[config.mk]
export PLATFORM = sky130hd
export DESIGN_NAME = jpeg_dma_pp_flat
export DESIGN_NICKNAME = d
export VERILOG_FILES = /design/src/rtl/jpeg_dma_pp_if.sv /design/src/rtl/jpeg_dma_pp.sv /design/src/flat_wrapper.sv
export SDC_FILE = /design/constraint.sdc
export NUM_CORES = 1
export LEC_CHECK = 0
export BUFFER_PORTS_ARGS = -buffer_cell sky130_fd_sc_hd__buf_2
export CORE_MARGIN = 5
export CORE_UTILIZATION = 50
export DETAILED_ROUTE_END_ITERATION = 8
export GPL_TIMING_DRIVEN = 0
export PLACE_DENSITY = 0.71
export SETUP_SLACK_MARGIN = 0.2
export SYNTH_ARGS = -nofsm -noshare
export SYNTH_HDL_FRONTEND = slang
export SYNTH_SLANG_ARGS = --single-unit
[constraint.sdc]
create_clock -name clk_i -period 11.7 [get_ports clk_i]
set_input_delay 1.755 -clock clk_i [delete_from_list [all_inputs] [get_ports clk_i]]
set_output_delay 1.755 -clock clk_i [all_outputs]
set_load 0.1 [all_outputs]
[src/rtl/jpeg_dma_pp_if.sv]
// Wishbone master bus of the JPEG ping-pong DMA (read-only, incrementing bursts).
//   adr    : byte address          cyc/stb : cycle / strobe
//   cti    : 010 burst, 111 last   sel/we  : byte lanes / write enable
//   ack    : slave acknowledge     dat_rd  : slave read data
interface jpeg_dma_pp_if;
    logic [31:0] adr;
    logic        cyc;
    logic        stb;
    logic [2:0]  cti;
    logic [3:0]  sel;
    logic        we;
    logic        ack;
    logic [31:0] dat_rd;

    modport master (output adr, cyc, stb, cti, sel, we, input ack, dat_rd);
    modport slave  (input adr, cyc, stb, cti, sel, we, output ack, dat_rd);
endinterface

[src/rtl/jpeg_dma_pp.sv]
// Wishbone DMA that fetches BLK_H-line macroblocks into a two-bank input RAM and hands
// each filled bank to the DCT, so the fetch of block n+1 overlaps the DCT of block n.
// Ports:
//   clk_i, rst_i            clock, asynchronous active-high reset
//   dmaen_i, wb_*_i/_o      CPU register slave (word index on wb_adr_i[4:2])
//   wbm                     Wishbone master bus (interface, master modport)
//   bram_addr/data/we_o     input block RAM write port, address {bank, line*WPL+word}
//   start_dct_o, dct_bank_o one-cycle DCT start and the bank it must read
//   dct_busy_i              DCT busy, blocks the handoff
//   irq_o                   frame done and interrupt enabled
module jpeg_dma_pp #(
    parameter int unsigned BLK_H = 8,
    parameter int unsigned WPL   = 2,
    parameter int unsigned BA_W  = 1 + $clog2(BLK_H * WPL)
) (
    input  logic            clk_i,
    input  logic            rst_i,
    input  logic            dmaen_i,
    input  logic [31:0]     wb_adr_i,
    input  logic [31:0]     wb_dat_i,
    input  logic            wb_we_i,
    output logic [31:0]     wb_dat_o,
    jpeg_dma_pp_if.master   wbm,
    output logic [BA_W-1:0] bram_addr_o,
    output logic [31:0]     bram_data_o,
    output logic            bram_we_o,
    output logic            start_dct_o,
    output logic            dct_bank_o,
    input  logic            dct_busy_i,
    output logic            irq_o
);
    localparam int unsigned OW = BA_W - 1;
    localparam int unsigned LW = (BLK_H > 1) ? $clog2(BLK_H) : 1;
    localparam int unsigned WW = (WPL > 1) ? $clog2(WPL) : 1;
    localparam logic [LW-1:0] LastLine = LW'(BLK_H - 1);
    localparam logic [WW-1:0] LastWord = WW'(WPL - 1);
    localparam logic [2:0]    CtiInc   = 3'b010;
    localparam logic [2:0]    CtiEnd   = 3'b111;
    localparam logic [2:0]    CtiFirst = (WPL == 1) ? CtiEnd : CtiInc;
    localparam logic [31:0]   BlkBytes = 32'(4 * WPL);

    typedef enum logic [2:0] {
        StIdle    = 3'd0,
        StFetch   = 3'd1,
        StRelease = 3'd2,
        StHandoff = 3'd3,
        StWaitSw  = 3'd4,
        StDone    = 3'd5
    } state_e;

    state_e        state_q;
    logic [31:0]   src_q;
    logic [11:0]   pitch_q;
    logic [7:0]    endx_q, endy_q, bx_q, by_q;
    logic          auto_q, irq_en_q, done_q, bank_q;
    logic [15:0]   cnt_q;
    logic [LW-1:0] line_q;
    logic [WW-1:0] word_q;
    logic [OW-1:0] off_q;
    // row_base: start of current block row; blk_base: line 0 of current block;
    // line_base: start of current line. Only adders sit in the per-beat path.
    logic [31:0]   row_base_q, blk_base_q, line_base_q, adr_q;
    logic          cyc_q, stb_q;
    logic [2:0]    cti_q;

    logic [2:0]  reg_idx;
    logic        reg_wr, wr_ctrl, busy, wait_sw;
    logic        ctl_start, ctl_next, ctl_abort, ctl_clr, last_blk, row_wrap;
    logic [31:0] pitch_w, pitch_blk, next_blk_base;
    logic        unused_adr;

    assign reg_idx   = wb_adr_i[4:2];
    assign reg_wr    = dmaen_i & wb_we_i;
    assign wr_ctrl   = reg_wr && (reg_idx == 3'd4);
    assign ctl_start = wr_ctrl & wb_dat_i[0];
    assign ctl_next  = wr_ctrl & wb_dat_i[1];
    assign ctl_abort = wr_ctrl & wb_dat_i[4];
    assign ctl_clr   = wr_ctrl & wb_dat_i[5];
    assign busy      = (state_q != StIdle) && (state_q != StDone);
    assign wait_sw   = (state_q == StWaitSw);
    assign last_blk  = (bx_q == endx_q) && (by_q == endy_q);
    assign row_wrap  = (bx_q == endx_q);
    assign pitch_w   = {20'd0, pitch_q};
    assign pitch_blk = pitch_w * 32'(BLK_H);
    assign next_blk_base = row_wrap ? (row_base_q + pitch_blk) : (blk_base_q + BlkBytes);
    assign unused_adr = ^{wb_adr_i[31:5], wb_adr_i[1:0]};

    assign wbm.adr = adr_q;
    assign wbm.cyc = cyc_q;
    assign wbm.stb = stb_q;
    assign wbm.cti = cti_q;
    assign wbm.sel = 4'b1111;
    assign wbm.we  = 1'b0;
    assign irq_o   = done_q & irq_en_q;

    always_comb begin
        wb_dat_o = '0;
        case (reg_idx)
            3'd0: wb_dat_o = src_q;
            3'd1: wb_dat_o = pitch_w;
            3'd2: wb_dat_o = {24'd0, endx_q};
            3'd3: wb_dat_o = {24'd0, endy_q};
            3'd4: wb_dat_o = {21'd0, state_q, 2'b00, bank_q, irq_en_q, auto_q, done_q,
                              wait_sw, busy};
            3'd5: wb_dat_o = {16'd0, cnt_q};
            default: wb_dat_o = '0;
        endcase
    end

    always_ff @(posedge clk_i or posedge rst_i) begin
        if (rst_i) begin
            state_q     <= StIdle;
            src_q       <= '0;
            pitch_q     <= '0;
            endx_q      <= '0;
            endy_q      <= '0;
            bx_q        <= '0;
            by_q        <= '0;
            auto_q      <= 1'b0;
            irq_en_q    <= 1'b0;
            done_q      <= 1'b0;
            bank_q      <= 1'b0;
            cnt_q       <= '0;
            line_q      <= '0;
            word_q      <= '0;
            off_q       <= '0;
            row_base_q  <= '0;
            blk_base_q  <= '0;
            line_base_q <= '0;
            adr_q       <= '0;
            cyc_q       <= 1'b0;
            stb_q       <= 1'b0;
            cti_q       <= '0;
            bram_addr_o <= '0;
            bram_data_o <= '0;
            bram_we_o   <= 1'b0;
            start_dct_o <= 1'b0;
            dct_bank_o  <= 1'b0;
        end else begin
            start_dct_o <= 1'b0;
            bram_we_o   <= 1'b0;

            if (reg_wr && !busy) begin
                case (reg_idx)
                    3'd0: src_q   <= wb_dat_i;
                    3'd1: pitch_q <= wb_dat_i[11:0];
                    3'd2: endx_q  <= wb_dat_i[7:0];
                    3'd3: endy_q  <= wb_dat_i[7:0];
                    default: ;
                endcase
            end
            if (wr_ctrl) begin
                auto_q   <= wb_dat_i[2];
                irq_en_q <= wb_dat_i[3];
            end
            if (ctl_clr) begin
                done_q <= 1'b0;
            end

            if (ctl_abort) begin
                // Abort beats start: an ack seen this cycle is dropped, not written.
                state_q <= StIdle;
                cyc_q   <= 1'b0;
                stb_q   <= 1'b0;
            end else begin
                unique case (state_q)
                    StIdle: begin
                        if (ctl_start) begin
                            bx_q        <= '0;
                            by_q        <= '0;
                            line_q      <= '0;
                            word_q      <= '0;
                            off_q       <= '0;
                            bank_q      <= 1'b0;
                            done_q      <= 1'b0;
                            cnt_q       <= '0;
                            row_base_q  <= src_q;
                            blk_base_q  <= src_q;
                            line_base_q <= src_q;
                            adr_q       <= src_q;
                            cti_q       <= CtiFirst;
                            cyc_q       <= 1'b1;
                            stb_q       <= 1'b1;
                            state_q     <= StFetch;
                        end
                    end
                    StFetch: begin
                        if (wbm.ack) begin
                            bram_we_o   <= 1'b1;
                            bram_data_o <= wbm.dat_rd;
                            bram_addr_o <= {bank_q, off_q};
                            off_q       <= off_q + OW'(1);
                            if (word_q == LastWord) begin
                                word_q <= '0;
                                cyc_q  <= 1'b0;
                                stb_q  <= 1'b0;
                                cti_q  <= CtiFirst;
                                if (line_q == LastLine) begin
                                    line_q  <= '0;
                                    state_q <= StHandoff;
                                end else begin
                                    line_q      <= line_q + LW'(1);
                                    line_base_q <= line_base_q + pitch_w;
                                    adr_q       <= line_base_q + pitch_w;
                                    state_q     <= StRelease;
                                end
                            end else begin
                                word_q <= word_q + WW'(1);
                                adr_q  <= adr_q + 32'd4;
                                cti_q  <= (word_q + WW'(1) == LastWord) ? CtiEnd : CtiInc;
                            end
                        end
                    end
                    StRelease: begin
                        cyc_q   <= 1'b1;
                        stb_q   <= 1'b1;
                        state_q <= StFetch;
                    end
                    StHandoff: begin
                        if (!dct_busy_i) begin
                            start_dct_o <= 1'b1;
                            dct_bank_o  <= bank_q;
                            bank_q      <= ~bank_q;
                            cnt_q       <= cnt_q + 16'd1;
                            off_q       <= '0;
                            if (last_blk) begin
                                state_q <= StDone;
                            end else begin
                                if (row_wrap) begin
                                    bx_q       <= '0;
                                    by_q       <= by_q + 8'd1;
                                    row_base_q <= next_blk_base;
                                end else begin
                                    bx_q <= bx_q + 8'd1;
                                end
                                blk_base_q  <= next_blk_base;
                                line_base_q <= next_blk_base;
                                adr_q       <= next_blk_base;
                                if (auto_q) begin
                                    cyc_q   <= 1'b1;
                                    stb_q   <= 1'b1;
                                    state_q <= StFetch;
                                end else begin
                                    state_q <= StWaitSw;
                                end
                            end
                        end
                    end
                    StWaitSw: begin
                        if (ctl_next) begin
                            cyc_q   <= 1'b1;
                            stb_q   <= 1'b1;
                            state_q <= StFetch;
                        end
                    end
                    StDone: begin
                        done_q  <= 1'b1;
                        state_q <= StIdle;
                    end
                    default: state_q <= StIdle;
                endcase
            end
        end
    end
endmodule

[src/flat_wrapper.sv]
// flat-port wrapper written by rule: the top's interface ports become plain ports
module jpeg_dma_pp_flat 
#(
    parameter int unsigned BLK_H = 8,
    parameter int unsigned WPL   = 2,
    parameter int unsigned BA_W  = 1 + $clog2(BLK_H * WPL)
)
  (clk_i, rst_i, dmaen_i, wb_adr_i, wb_dat_i, wb_we_i, wb_dat_o, bram_addr_o, bram_data_o, bram_we_o, start_dct_o, dct_bank_o, dct_busy_i, irq_o, wbm_adr, wbm_cyc, wbm_stb, wbm_cti, wbm_sel, wbm_we, wbm_ack, wbm_dat_rd);
  jpeg_dma_pp_if wbm_i ();
  input  logic clk_i;
  input  logic rst_i;
  input  logic dmaen_i;
  input  logic [31:0] wb_adr_i;
  input  logic [31:0] wb_dat_i;
  input  logic wb_we_i;
  output logic [31:0] wb_dat_o;
  output logic [BA_W-1:0] bram_addr_o;
  output logic [31:0] bram_data_o;
  output logic bram_we_o;
  output logic start_dct_o;
  output logic dct_bank_o;
  input  logic dct_busy_i;
  output logic irq_o;
  output wire logic [$bits(wbm_i.adr)-1:0] wbm_adr;
  output wire logic [$bits(wbm_i.cyc)-1:0] wbm_cyc;
  output wire logic [$bits(wbm_i.stb)-1:0] wbm_stb;
  output wire logic [$bits(wbm_i.cti)-1:0] wbm_cti;
  output wire logic [$bits(wbm_i.sel)-1:0] wbm_sel;
  output wire logic [$bits(wbm_i.we)-1:0] wbm_we;
  input wire logic [$bits(wbm_i.ack)-1:0] wbm_ack;
  input wire logic [$bits(wbm_i.dat_rd)-1:0] wbm_dat_rd;
  assign wbm_adr = wbm_i.adr;
  assign wbm_cyc = wbm_i.cyc;
  assign wbm_stb = wbm_i.stb;
  assign wbm_cti = wbm_i.cti;
  assign wbm_sel = wbm_i.sel;
  assign wbm_we = wbm_i.we;
  assign wbm_i.ack = wbm_ack;
  assign wbm_i.dat_rd = wbm_dat_rd;
  jpeg_dma_pp #(.BLK_H(BLK_H), .WPL(WPL), .BA_W(BA_W)) u_core (.clk_i(clk_i), .rst_i(rst_i), .dmaen_i(dmaen_i), .wb_adr_i(wb_adr_i), .wb_dat_i(wb_dat_i), .wb_we_i(wb_we_i), .wb_dat_o(wb_dat_o), .wbm(wbm_i), .bram_addr_o(bram_addr_o), .bram_data_o(bram_data_o), .bram_we_o(bram_we_o), .start_dct_o(start_dct_o), .dct_bank_o(dct_bank_o), .dct_busy_i(dct_busy_i), .irq_o(irq_o));
endmodule
* Word-level counts from Yosys, hierarchy flattened *
Index checks and enable logic that the tools add are counted.

operators by class
  $add $sub $neg = 10
  eq/ne operators = 29
  mux-type cells = 78
  bitwise logic cells = 9
  reduce and logical (&&, ||, !) cells = 28

operators by type and width
  cell                     number
  $mux W32                 12
  $pmux W32 S3             2
  $pmux W32 S6             1
  $pmux W32 S2             2
  $mux W8                  7
  $mux W3                  16
  $add A32 B12 Y32         1
  $add A32 B15 Y32         1
  $add A32 B3 Y32 const B  1
  $add A32 B4 Y32 const B  1
  $mux W16                 2
  $pmux W16 S2             1
  $pmux W8 S2              2
  $mux W1                  22
  $reduce_and A5 Y1        4
  $add A16 B1 Y16 const B  1
  $add A8 B1 Y8 const B    2
  $eq A8 B8 Y1             2
  $reduce_and A8 Y1        2
  $eq A3 B3 Y1 const B     5
  $pmux W3 S5              1
  $eq A3 B2 Y1 const B     4
  $mux W4                  3
  $pmux W3 S2              2
  other kinds (25)         57

storage, ports and cells
  bits in registers = 279
  bits of input ports = 102
  output and inout bits = 115
  logic and storage cells = 180

* Depth between registers and ports, before layout *
Gate-level depths: netlist (run 1).

  depth in word-level cells = 7
  gate-level depth with buffers = 12
  mapped depth without buffers = 12

* Worst setup path before layout (run 1) *
OpenSTA, ideal clock, no wires.

  path type = input to output
  start point = input port wb_adr_i[2]
  end point = output port wb_dat_o[2]
  data arrival time = 4.834 ns
  data required time = 9.945 ns
  setup slack = 5.111 ns
  cell stages on the path = 5
  path buffers = 3
  cells stage by stage = buf_4 > buf_1 > clkbuf_1 > a31oi_1 > o21ai_0

on the way
  word-level cells in the longest chain between the ends = 2
  elaborated cells on any way between the ends = 7
  classes of those cells = eq/ne: 5; mux: 1; reduce/logical: 1

ends and longest elaborated chain
  what                                        RTL line            RTL
  from (decl)                                 flat_wrapper.sv:13  input logic [31:0] wb_adr_i;
  $eq A3 B3 Y1, or another cell as far along  jpeg_dma_pp.sv:98   case (reg_idx)
  $pmux W32 S6 *                              jpeg_dma_pp.sv:98
  to (decl)                                   flat_wrapper.sv:16  output logic [31:0] wb_dat_o;

Mark *: on every way between the ends. The rest lies on a longest branch, timed or not.

* Worst setup path after layout (run 1) *
  start point = input port wb_adr_i[2]
  end point = output port wb_dat_o[27]

Same word-level chain as after synthesis.

==> results of run 1 <==
registers in the layout, indices dropped and copies added, names as in the netlist, 2 cells and up:
name and count:
u_core.pitch_q 12, u_core.bram_data_o 32, u_core.state_q 3, u_core.wbm.cti 2
u_core.blk_base_q 32, u_core.row_base_q 32, u_core.cnt_q 16, u_core.endx_q 8
u_core.wbm.adr 32, u_core.by_q 8, u_core.line_base_q 32, u_core.endy_q 8
u_core.bram_addr_o 5, u_core.bx_q 8, u_core.src_q 32, u_core.off_q 4
u_core.line_q 3
layer usage:
metal / share of wire / vias up / global-route usage
met3: 0.10 / 150 / 0.0527
met2: 0.45 / 913 / 0.502
li1: - / 6832 / -
met1: 0.41 / 7425 / 0.441
met4: 0.038 / 0 / 0.105
met5: 0 / - / 0
synthesized netlist by cell type (4+ instances only):
master    number  area, um^2
mux2_2       107        1200
or3_1         16         100
buf_4         11        82.6
nor2b_1       10        62.6
xnor2_1       75         657
buf_1          9        33.8
nor3_1        31         155
nor2_1       162         608
and4_1        10        87.6
o22ai_1       12        75.1
o211ai_1      18         135
mux2i_1       12         120
o21ai_1        4        20.0
and2_1        29         181
o21a_1         5        37.5
a21boi_0       5        37.5
a22o_1         9        78.8
a211oi_1      23         173
ha_1          32         400
nor4_1        10        62.6
clkbuf_1      69         259
a21oi_1      112         561
a221oi_1       7        61.3
and3_1        24         150
o31ai_1        9        67.6
nand2b_1      13        81.3
nand2_1      209         785
a21o_1        14         105
nand3_1       56         280
a31oi_1       32         200
dfrtp_1      277        6930
xor2_1        40         350
mux4_2         5         113
or2_2          4        25.0
inv_1         28         105
nand4_1       31         194
buf_2         15        75.1
o21ai_0      138         691
a22oi_1       20         150
layout make-up:
cell class              count  area, um^2
plain buffers             105         462
clock buffers              51        1050
clock inverters            11         153
fillers                  2910       13300
inverters                  28         113
multi-input cells        1366        8830
flip-flops and latches    277        6930
well taps                 442         553
repair buffers            183         961
final timing paths:
kind	from	end	slack (ps)
worst max-delay path	wb_adr_i[2]	wb_dat_o[27]	5990
worst min-delay path	u_core.wbm.cti[1]	u_core.wbm.cti[1]	480
worst max register to register	u_core.pitch_q[0]	u_core.row_base_q[21]	7680
worst min register to register	u_core.wbm.cti[1]	u_core.wbm.cti[1]	480
max in group asynchronous	rst_i	u_core.bram_data_o[14]	9010
min in group asynchronous	rst_i	u_core.line_base_q[4]	1190
through the flow:
step	TNS [ps]	power, uW
floorplan	0	4030
global placement	-298210	4920
detailed placement	0	4970
CTS	0	6100
global route	0	6410
finish	0	6160
power by group:
group          leakage [uW]  internal (uW)  switching, uW  total, uW
logic               0.00427            862           2430       3300
registers           0.00357           1320            420       1740
clock network      0.000596            687            434       1120
logic make-up after synthesis:
kind of cell / Yosys count
AO/OA/AOI/OAI: 463
XOR/XNOR: 115
adder cells (fa/ha/maj): 34
buffers and inverters: 133
flip-flops: 277
multiplexers: 124
other: 2
AND/OR/NAND/NOR: 625
worst max-delay path, delay by kind of cell:
kind / cells / cell delay [ps]
simple gates: 2 / 1250
buf+inv: 3 / 940
==> results summary, run 1 <==
The flow ran to the end, and the final reports show no timing, DRC or antenna violations. The synthesized design contains between 200 and 300 register bits. The count of buffers inserted at the top-level ports came out at ~180. Of the synthesized area, sequential elements account for 0.425. The share of post-route cells with drive strength above 1 is 0.204. The fraction of synthesized cell area in xor and xnor cells came out at 0.0617. The highest net fanout along the worst path came out at 10. Buffers inserted during clock tree synthesis total 34.

At the placement stage, the worst setup path has a slack of 6020 ps. The area fraction in compound gates after synthesis came to 0.181. After synthesis, the largest family of logic cells by area is simple AND/OR/NAND/NOR gates. The startpoint type of the worst setup path is a primary input. The worst register-to-register path has a depth of 12. Counting along the longest clock path gives a buffer depth of 3. The initial antenna violation count is 0.

The number of remaining DRC errors came out at 0. The time the worst path needs with I/O delays and setup is about 5700 ps. The analysis attributes to cell leakage a power of around 0.0084 uW. Post-CTS timing repair inserted 0 buffers for setup. The initial cell density of the core is 0.504. The first global-routing pass estimated roughly 89000 um of wire. The number of cells in the finished layout apart from fillers is around 2500. The cell with the largest stage delay on the worst path is nor3_1.

Clock-pin slew was measured on the worst setup and hold paths at about 60 ps. Across all hold checks on the routed design, the worst slack comes to approximately 480 ps. The measured slew at the worst slew-check pin came out at 1350 ps. The global-route usage over all layers is 0.315. The count of endpoints failing hold in the final timing report came out at 0. The die height came out at ~190 um. The element type at the critical path end is a primary output. In this run, post-CTS repair resized a total of 0 instances. The post-detailed-placement half-perimeter wirelength came out at around 43000 um. The library cell used most frequently in the layout, excluding fill and tap cells, is dfrtp_1.

between 200 and 250 I/O pins were placed. Of the total synthesized cell area, the portion taken by AND, OR, NAND and NOR gates is 0.182. Counting distinct cell types in the post-synthesis netlist gives 90. Dividing total power by cell area gives a power density of 323 nW/um^2. The worst path required time came out at 9950 ps. In the synthesized netlist the async set-or-reset flop fraction comes to 1.00.

After global routing the overflow that remains totals 0. The via count of the first global-routing pass came out at 14700. After detailed routing, the average wire length per cell comes to between 20 and 25 um.

The Yosys warning count came out at 0. The instance area after placement is 17900 um^2. Setup repair after global routing left no endpoint under its margin.

The die outline width came out at approximately 190 um. The detail-routed via count per cell came out at about 6.2. The proportion of synthesized area in mux cells is 0.0881. The library cells used most frequently in the layout, excluding fill and tap cells, are dfrtp_1, nand2_1, buf_2. The remaining number of nets flagged by the antenna check after routing came out at 0. The fmax came out at 0.175 GHz. The count of hold buffers inserted by post-cts repair came out at 0. The tree is rooted in a clkbuf_16. The post-layout utilization of the core is 0.588.

The area of the core region is roughly 32000 um^2. Setup violations remaining at the end of the flow were counted as 0. The number of antenna diodes in the final layout is 0. In this run, the number of DRC markers left after iteration 0 of detailed routing was between 1500 and 2000. The number of levels the H-tree was split into is 2. The pin count of the biggest net entering global routing is 125.

The mean area per synthesized cell came out at between 9 and 10 um^2. The number of vias after detailed routing came out at roughly 15000. The first-pass iteration count of the detailed router is 5.

Across the routed clock network, the largest skew measured is ~13 ps. Headroom to the max-slew limit came out at 0.0900. The clock insertion delay at the later pin of the skew report came out at between 500 and 600 ps. In the synthesized netlist the dominant register cell turns out to be dfrtp_1.

By startpoint and endpoint, the worst setup path is classified as in -> out. The synthesis-to-finish area growth came out at 16.8%. The die outline area came out at ~36000 um^2. In the post-route analysis, the smallest setup slack over all paths is 5990 ps. The worst ir drop on vdd came out at around 0.26 mV. The number of placed instances, taps included, is ~2400. The final weighted congestion in routability-driven placement is 0.981. The largest stage delay on the critical path is 1070 ps. The path type of the worst min-delay path is reg -> reg. The adder-cell share of the synthesized area came out at 0.0270. The total clock sinks came out at approximately 280. The count of mapped cells out of synthesis is 1773.

Data on the critical path arrives at its endpoint at just under 4000 ps. Walking the worst path, the cells encountered are buf_4, nor3_1, clkbuf_1, and2_1, buf_2. The routed design has between 50000 and 60000 um of wire. The post-synthesis instance area is 16300 um^2. The clock tree from TritonCTS is yes. The number of stages on the worst hold path came out at 1. The share of the clock period used by the worst path after layout is 0.488. Across the run, the number of max-cap violations was 0. In the final design database the tool counted approximately 2100 nets. The number of enable-type register cells in the synthesized netlist came out at 0. The final max-slew violation count came out at 0.

The floorplan row count came out at between 60 and 70. The final instance area came out at around 19000 um^2.
Note: power is estimated with default switching activity, not from simulation.
==> inputs of run 2 (changes only) <==
- clock period: 11.7 -> 5.9 ns (I/O delays scaled with it)
==> run 2 against run 1 <==
  * Final area shrank 0.31%
  * Largest power group unchanged
  * Final cell count is essentially flat
  * Critical path depth grew 7
  * Wire length shrank 0.56%
  * Sequential power grew 99%
  * Sequential share of layout area grew 0.11 points
  * Register-to-register slack lost 5800 ps
==> results summary, run 2 (synthesis gave the netlist of run 1 again) <==
The tree is rooted in a clkbuf_16. The leakage power is 0.00840 uW (-0.40%). The library cells used most frequently in the layout, excluding fill and tap cells, are dfrtp_1, nand2_1, buf_2. The number of remaining DRC errors came to 0 (unchanged).

The final wirelength came to 58000 um (-0.56%). The initial antenna violation count is 0 (unchanged). The first-pass iteration count of the detailed router came to 6 (+1). The via count of the first global-routing pass was 14700 (-0.034%). The fmax came out at approximately 0.25 GHz. The start-to-end type of the worst setup path is reg -> reg. The share of post-route cells with drive strength above 1 came out at 0.203 (-0.00119). The tightest min-delay check is of the in -> async type.

The die height is 191 um (unchanged). The worst ir drop on vdd is 0.521 mV (+100%). The synthesis-to-finish area growth is 16.4%.

The global-route usage over all layers is 0.315 (-0.000319). The relative slew slack came to 0.0953 (+0.00527). The count of hold buffers inserted by post-cts repair came to 0 (unchanged). The average wire per cell in the routed design was 23.5 um (-0.64%). The wire length of the first global-routing pass came to 88700 um (about the same). STA classifies the critical path startpoint as a flip-flop. The most common cell after layout, fill and taps aside is dfrtp_1. Setup repair after global routing left no endpoint under its margin.

The initial cell density of the core came out at 0.504 (unchanged). The count of endpoints failing hold in the final timing report came to 0 (unchanged). The final instance area was 19000 um^2 (-0.31%). The remaining number of nets flagged by the antenna check after routing came out at 0 (unchanged).

The count of buffers inserted at the top-level ports came out at 181 (unchanged). The final weighted congestion in routability-driven placement was 0.962 (-1.8%). The worst path required time is 6360 ps (-3590 ps). The clock-pin slew of the registers on the worst-case setup and hold paths came to 60 ps (about the same). The placed cell count is 2407 (+0.25%). The final max-slew violation count came out at 0 (unchanged). The pre-CTS setup slack was 1950 ps (-4070 ps).

The floorplan row count is 66 (unchanged). The global route total overflow came out at 0 (unchanged). The number of cells in the finished layout apart from fillers came to 2465 (+0.081%).

The worst clock skew came to 19.1 ps (+6.10 ps). The violation count after the first detailed-route iteration is 1839 (-5.8%). The die outline width was 191 um (unchanged). The instance area after placement came out at 18000 um^2 (+0.57%). The post-detailed-placement half-perimeter wirelength is 44000 um (+1.6%). The post-layout utilization of the core came out at 0.587 (-0.00182). The register area is 6930 um^2 (unchanged). The number of instances resized during post-cts repair is 0 (unchanged). The max-cap violation count came out at 0 (unchanged). The area of the multi-input gates was 8820 um^2 (about the same). The total of endpoints with negative setup slack in the final report was 0 (unchanged). The measured slew at the worst slew-check pin is 1350 ps (-7.85 ps). The area of the core region came out at 32400 um^2 (unchanged). The arrival time of the worst setup path is 4450 ps (+490 ps).

The number of vias after detailed routing is 15200 (-1.1%). The final-layout fill cell count came out at 2934 (+0.82%). The highest net fanout along the worst path came out at 7 (-3). The clock tree from TritonCTS is yes.

The number of CTS-inserted buffers is 31 (-8.8%). The total clock sinks is 277 (unchanged). The maximum count of clock buffers along a single path came to 3 (unchanged). The final-stage net count came out at 2135 (+0.19%). The number of setup buffers added after CTS came out at 0 (unchanged). The total power came out at 12000 uW (+94%).

The worst path setup slack after routing came to 1910 ps (-4080 ps). The run finished with clean final reports. The number of placed I/O pins came out at 217 (unchanged). The die outline area is 36300 um^2 (unchanged).

The total power per unit cell area is 630 nW/um^2 (+95%). The number of levels the H-tree was split into is 1 (-1). The detail-routed via count per cell came to 6.15 (-1.1%). The clock insertion delay at the later pin of the skew report came out at 580 ps (+50 ps).

The element type at the critical path end is a flip-flop. The pin count of the biggest net entering global routing is 44 (-65%). In the finished design, the share of the clock period the worst path needs comes to 0.676.

For the finished layout, the period the worst path requires is between 3000 and 4000 ps. The antenna cell count is 0 (unchanged).
[run 2: cell count changes in the layout (fill, tap and decap cells not counted), sizes merged]
cell and change:
clkbuf -6, clkinvlp +2, buf +6
[run 2: where the power goes]
part / switching, uW / leakage [uW] / internal (uW)
Combinational: 4810 / 0.00432 / 1720
Sequential: 841 / 0.00357 / 2620
Clock: 816 / 0.000511 / 1160
Total: 6470 / 0.00840 / 5500
[run 2: critical path, cell delays in order, from the launching register on]
cell      delay (ps)
dfrtp_1          490
ha_1             290
inv_1             80
fa_1             180
nand2b_1         160
a21oi_1          140
o211ai_1         770
nand2_2          280
and3_1           310
mux2_2           260
a31oi_1          470
o31ai_1          150
a32o_1           280
[run 2: metal layers]
metal  wire, um  global-route usage
met1      23900               0.442
met2      26200               0.495
met3       5280              0.0531
met4       2660               0.114
met5          0                   0
[run 2: through the flow]
step,hold slack [ps],setup TNS [ps]
6_report,357,0
5_1_grt,377,0
4_1_cts,351,0
3_5_place_dp,450,0
3_3_place_gp,451,-112820
2_1_floorplan,447,0
[run 2: worst paths after layout]
check	slack, ps	endpoint	start	cells past startpoint
setup / recovery	1910	u_core.line_base_q[17]	u_core.pitch_q[0]	12
hold / removal	360	u_core.line_base_q[8]	rst_i	3
setup reg to reg	1910	u_core.line_base_q[17]	u_core.pitch_q[0]	12
hold reg to reg	460	u_core.wbm.cti[1]	u_core.wbm.cti[1]	1
max in group asynchronous	4760	u_core.bram_data_o[0]	rst_i	5
min in group clk_i	460	u_core.wbm.cti[1]	u_core.wbm.cti[1]	1
[run 2: cell type report]
type                       instances  share of cell area
clock inverter                    13             0.00830
inverter                          28             0.00573
sequential                       277               0.365
buffer                           105              0.0243
multi-input combinational       1366               0.465
timing repair buffer             190              0.0568
tap                              442              0.0291
clock buffer                      44              0.0461
